$ cat src/rtl/id_ex_stage.sv
// ID/EX pipeline register. Holds the decoded instruction for execute, inserts one
// bubble per load-use hazard, and honours execute-side hold and branch flush.
module id_ex_stage #(
    parameter logic [5:0] LOAD_OPCODE = 6'h0A,
    parameter int         PC_W        = 16,
    parameter int         CNT_W       = 16
) (
    input  logic             clk,
    input  logic             rst,
    input  logic             flush,
    input  logic             ex_stall,
    input  logic             id_valid,
    input  logic [5:0]       id_opcode,
    input  logic [4:0]       id_rd,
    input  logic [4:0]       id_rn,
    input  logic [4:0]       id_rm,
    input  logic [9:0]       id_imm10,
    input  logic [14:0]      id_imm15,
    input  logic [19:0]      id_imm20,
    input  logic [PC_W-1:0]  id_pc,
    output logic             ex_valid,
    output logic [5:0]       ex_opcode,
    output logic [4:0]       ex_rd,
    output logic [4:0]       ex_rn,
    output logic [4:0]       ex_rm,
    output logic [9:0]       ex_imm10,
    output logic [14:0]      ex_imm15,
    output logic [19:0]      ex_imm20,
    output logic [PC_W-1:0]  ex_pc,
    output logic             id_stall,
    output logic [CNT_W-1:0] bubble_count
);

    typedef struct packed {
        logic [5:0]      opcode;
        logic [4:0]      rd;
        logic [4:0]      rn;
        logic [4:0]      rm;
        logic [9:0]      imm10;
        logic [14:0]     imm15;
        logic [19:0]     imm20;
        logic [PC_W-1:0] pc;
    } fields_t;

    localparam logic [CNT_W-1:0] CNT_ONE = {{(CNT_W-1){1'b0}}, 1'b1};

    fields_t          fields_q, fields_d, id_fields;
    logic             valid_q, valid_d;
    logic [CNT_W-1:0] bubble_q, bubble_d;
    logic             load_use;

    assign id_fields = '{opcode: id_opcode, rd: id_rd, rn: id_rn, rm: id_rm,
                         imm10: id_imm10, imm15: id_imm15, imm20: id_imm20, pc: id_pc};

    // A load sitting in EX whose destination feeds either source of the decoder's instruction.
    assign load_use = valid_q & (fields_q.opcode == LOAD_OPCODE) & id_valid &
                      ((fields_q.rd == id_rn) | (fields_q.rd == id_rm));

    // Gated by rst so upstream never sees a stall while the stage is being cleared.
    assign id_stall = ~rst & ~flush & (ex_stall | load_use);

    always_comb begin
        fields_d = fields_q;
        valid_d  = valid_q;
        bubble_d = bubble_q;
        if (flush) begin
            valid_d  = 1'b0;
            fields_d = '0;
        end else if (ex_stall) begin
            valid_d  = valid_q;
            fields_d = fields_q;
        end else if (load_use) begin
            valid_d  = 1'b0;
            fields_d = '0;
            if (~&bubble_q) begin
                bubble_d = bubble_q + CNT_ONE;
            end
        end else begin
            valid_d  = id_valid;
            fields_d = id_valid ? id_fields : '0;
        end
    end

    always_ff @(posedge clk or posedge rst) begin
        if (rst) begin
            valid_q  <= 1'b0;
            fields_q <= '0;
            bubble_q <= '0;
        end else begin
            valid_q  <= valid_d;
            fields_q <= fields_d;
            bubble_q <= bubble_d;
        end
    end

    assign ex_valid     = valid_q;
    assign ex_opcode    = fields_q.opcode;
    assign ex_rd        = fields_q.rd;
    assign ex_rn        = fields_q.rn;
    assign ex_rm        = fields_q.rm;
    assign ex_imm10     = fields_q.imm10;
    assign ex_imm15     = fields_q.imm15;
    assign ex_imm20     = fields_q.imm20;
    assign ex_pc        = fields_q.pc;
    assign bubble_count = bubble_q;

endmodule
$ cat config.mk
export PLATFORM = sky130hd
export DESIGN_NAME = id_ex_stage
export DESIGN_NICKNAME = d
export VERILOG_FILES = /design/src/rtl/id_ex_stage.sv
export SDC_FILE = /design/constraint.sdc
export NUM_CORES = 1
export LEC_CHECK = 0
export CORE_MARGIN = 3
export CORE_UTILIZATION = 26
export DETAILED_ROUTE_END_ITERATION = 8
export DONT_BUFFER_PORTS = 1
export PLACE_DENSITY_LB_ADDON = 0.25
export SYNTH_ARGS = -nofsm -noshare
export SYNTH_HDL_FRONTEND = slang
export SYNTH_SLANG_ARGS = --single-unit
$ cat constraint.sdc
create_clock -name clk -period 6.4 [get_ports clk]
set_input_delay 1.28 -clock clk [delete_from_list [all_inputs] [get_ports clk]]
set_output_delay 1.28 -clock clk [all_outputs]
set_load 0.005 [all_outputs]
==> flow_summary.yaml <==
status:
  status: "complete, no violations"
global_route:
  gr-total-overflow: 0
  grt_pass1_wl_um: 13600
  grt_pass1_vias: 2332
  grt_max_degree: 69
  grt.total_usage_pct: 10.77
  antenna_found_initial: 1
route:
  vias: 2378
  firstDrtPassIters: 4
  top_layer: "met5"
  wl_met1_um: 3703
  via_per_inst: 5.147
  drt-initial-drc-count: 104
  wl_per_cell_um: 20.15
  route.met3.wl_um: 1000
  drc: 0
  wl_met2_um: 4372
  wl_um: 9308
  ant_nets: 0
power:
  p_leak_uw: 0.001963
  pwr-share-comb_pct: 4.5
  p_clk_share_pct: 42.6
  p_int_uw: 980.2
  irDropWorstVdd_uv: 104.4
  seqPwrFrac_pct: 52.8
  power_switching_uw: 276.8
  powerDensity_nw_per_um2: 290.4
  switching_share_pct: 22.02
sta:
  period_share_pct: 56.84
  min_period_ns: 3.638
  clock-skew-final_ns: 0.01116
  final.setup.worst_slack_ns: 2.762
  relSlewSlack_pct: 35.03
  finalSetupTns_ns: 0
  worst_pin_slew_ns: 0.9746
  hold_viol_final: 0
  grt_setup_unrepaired: "false"
  fmax_mhz: 274.9
  finalSetupViolations: 0
  slew_viol_final: 0
critical_path:
  crit_path_start_kind: "primary input"
  path_class: "in2out"
  end_kind: "primary output"
  crit_required_ns: 5.12
  worst-r2r-setup-slack_ns: 3.56
  arrival_ns: 2.36
  critical_path.max_fanout: 17
clock_tree:
  post_cts_resized: 0
  clk_latency_ns: 0.34
  cts_inserted_buffers: 9
  cts_root_buf: "clkbuf_16"
  cts_buffer_depth: 2
  htree_levels: 3
  post-cts-setup-buffers: 0
  cts_tree: "built"
  hold_buffers: 0
  cts_sinks: 99
  clk_pin_slew_ns: 0.06
floorplan:
  rows: 44
  fp.coreArea_sq_um: 14640
  start_util_pct: 26.68
  die_w_um: 128.6
  fp.dieArea_sq_um: 16540
  die_h_um: 128.6
  ios: 187
yosys:
  synth-seq-cells: 99
  synthesis.area_sq_um: 3907
  yosysWarnings: 0
  ys_seq_area_share_pct: 63.40
  syn_nets: 367
  synthDistinctLibCells: 24
  synth_area_per_cell_sq_um: 14.01
  postSynthCellCount: 279
finish:
  layout.nets: 361
  syn_to_final_growth_pct: 10.76
  drive_gt1_share_pct: 8.273
  antenna_cells: 0
job:
  max_cap_viol_count: 0
min_path:
  hold_class: "reg2reg"
placed_design:
  place_ws_ns: 2.698
  port-buffer-count: 0
  hpwl_um: 6470
  gp_congestion: 0.7572
-- cell usage after synthesis --
library cell  count  share of area (%)
dfrtp_1          99                 63
a22o_1           82                 18
xnor2_1          25                5.6
nand3_1          15                1.9
clkbuf_1          9               0.86
buf_6             8                2.3
nand4_1           8                1.3
nor2_1            5               0.48
and3_1            4               0.64
inv_1             4               0.38
buf_2             3               0.38
and4_1            2               0.45
and4bb_1          2               0.64
nand2_1           2               0.19
nor3_1            2               0.26
a21o_1            1               0.19
a311oi_2          1               0.38
ha_1              1               0.32
mux2_2            1               0.29
nand2b_1          1               0.16
nor2b_1           1               0.16
nor4b_4           1               0.61
o21a_1            1               0.19
o22ai_4           1               0.51
-- layer usage --
metal | global-route usage [%] | vias up
met4 | 5.188 | 2
met2 | 16.46 | 128
li1 | - | 1038
met1 | 12.97 | 1193
met5 | 0 | -
met3 | 4.857 | 17
-- metrics by stage --
step | total power, uW | utilization, % | instances | hold slack, ns | area [sq um]
CTS | 1285 | 29.55 | 462 | 0.5384 | 4328
global route | 1322 | 29.55 | 462 | 0.5495 | 4328
detailed placement | 735.7 | 27.53 | 446 | 0.5202 | 4031
floorplan | 720.5 | - | 279 | 0.4879 | 3908
global placement | 733.7 | 27.53 | 446 | 0.5189 | 4031
finish | 1257 | 29.55 | 462 | 0.5334 | 4328
-- critical path, cell delays in order --
cell,delay (ns)
and4bb_1,0.23
nand4_1,0.15
o22ai_4,0.48
o21a_1,0.20
-- power by group through the flow --
| stage | Sequential, uW | Combinational, uW | Clock [uW] |
|---|---|---|---|
| after global placement | 676 | 57.4 | 0 |
| after CTS | 664 | 59.4 | 562 |
| final | 664 | 57.2 | 536 |
| after detailed placement | 676 | 59.8 | 0 |
| after floorplan | 670 | 50.4 | 0 |
| after global routing | 666 | 65.3 | 591 |
-- final cells by class --
cell class                 count  area, sq um
clock buffer                  12        246.5
clock inverter                 4        50.05
fill                        1466        10320
inverter                       4        17.52
multi-input combinational    156         1284
sequential                    99         2477
tap                          184        230.2
timing repair buffer           3        22.52
-- path summary, 6_finish.rpt --
kind,startpoint,to,depth (start not counted)
worst min-delay path,ex_pc[13],ex_pc[13],1
worst min register to register,ex_pc[13],ex_pc[13],1
worst max-delay path,id_valid,id_stall,4
worst max register to register,ex_opcode[5],ex_imm20[5],6
max in group asynchronous,rst,ex_imm15[14],2
min in group asynchronous,rst,bubble_count[13],1
-- layout by cell type (no fill, tap or decap), drive strengths merged, types with 2 or more instances in the layout --
cell	instances
clkinvlp	2
clkbuf	12
xnor2	25
nand4	8
and4	2
nand2	2
nor3	2
inv	4
nand3	15
and4bb	2
a22o	82
dfrtp	99
and3	4
buf	3
nor2	5
-- flip-flops by register name, summed over array words and instances (netlist names) --
register	count
ex_rd	5
ex_rn	5
ex_opcode	6
ex_imm15	15
ex_pc	16
ex_rm	5
ex_valid	1
bubble_count	16
ex_imm10	10
ex_imm20	20
-- kinds of logic after synthesis --
group           count (synthesis)  synth area share (%)
simple gates                   43                 6.788
flops                          99                 63.40
xor+xnor                       25                 5.604
fa+ha+maj                       1                0.3202
buf+inv                        24                 3.938
compound gates                 86                 19.66
mux                             1                0.2882
Note: power is estimated with default switching activity, not from simulation.
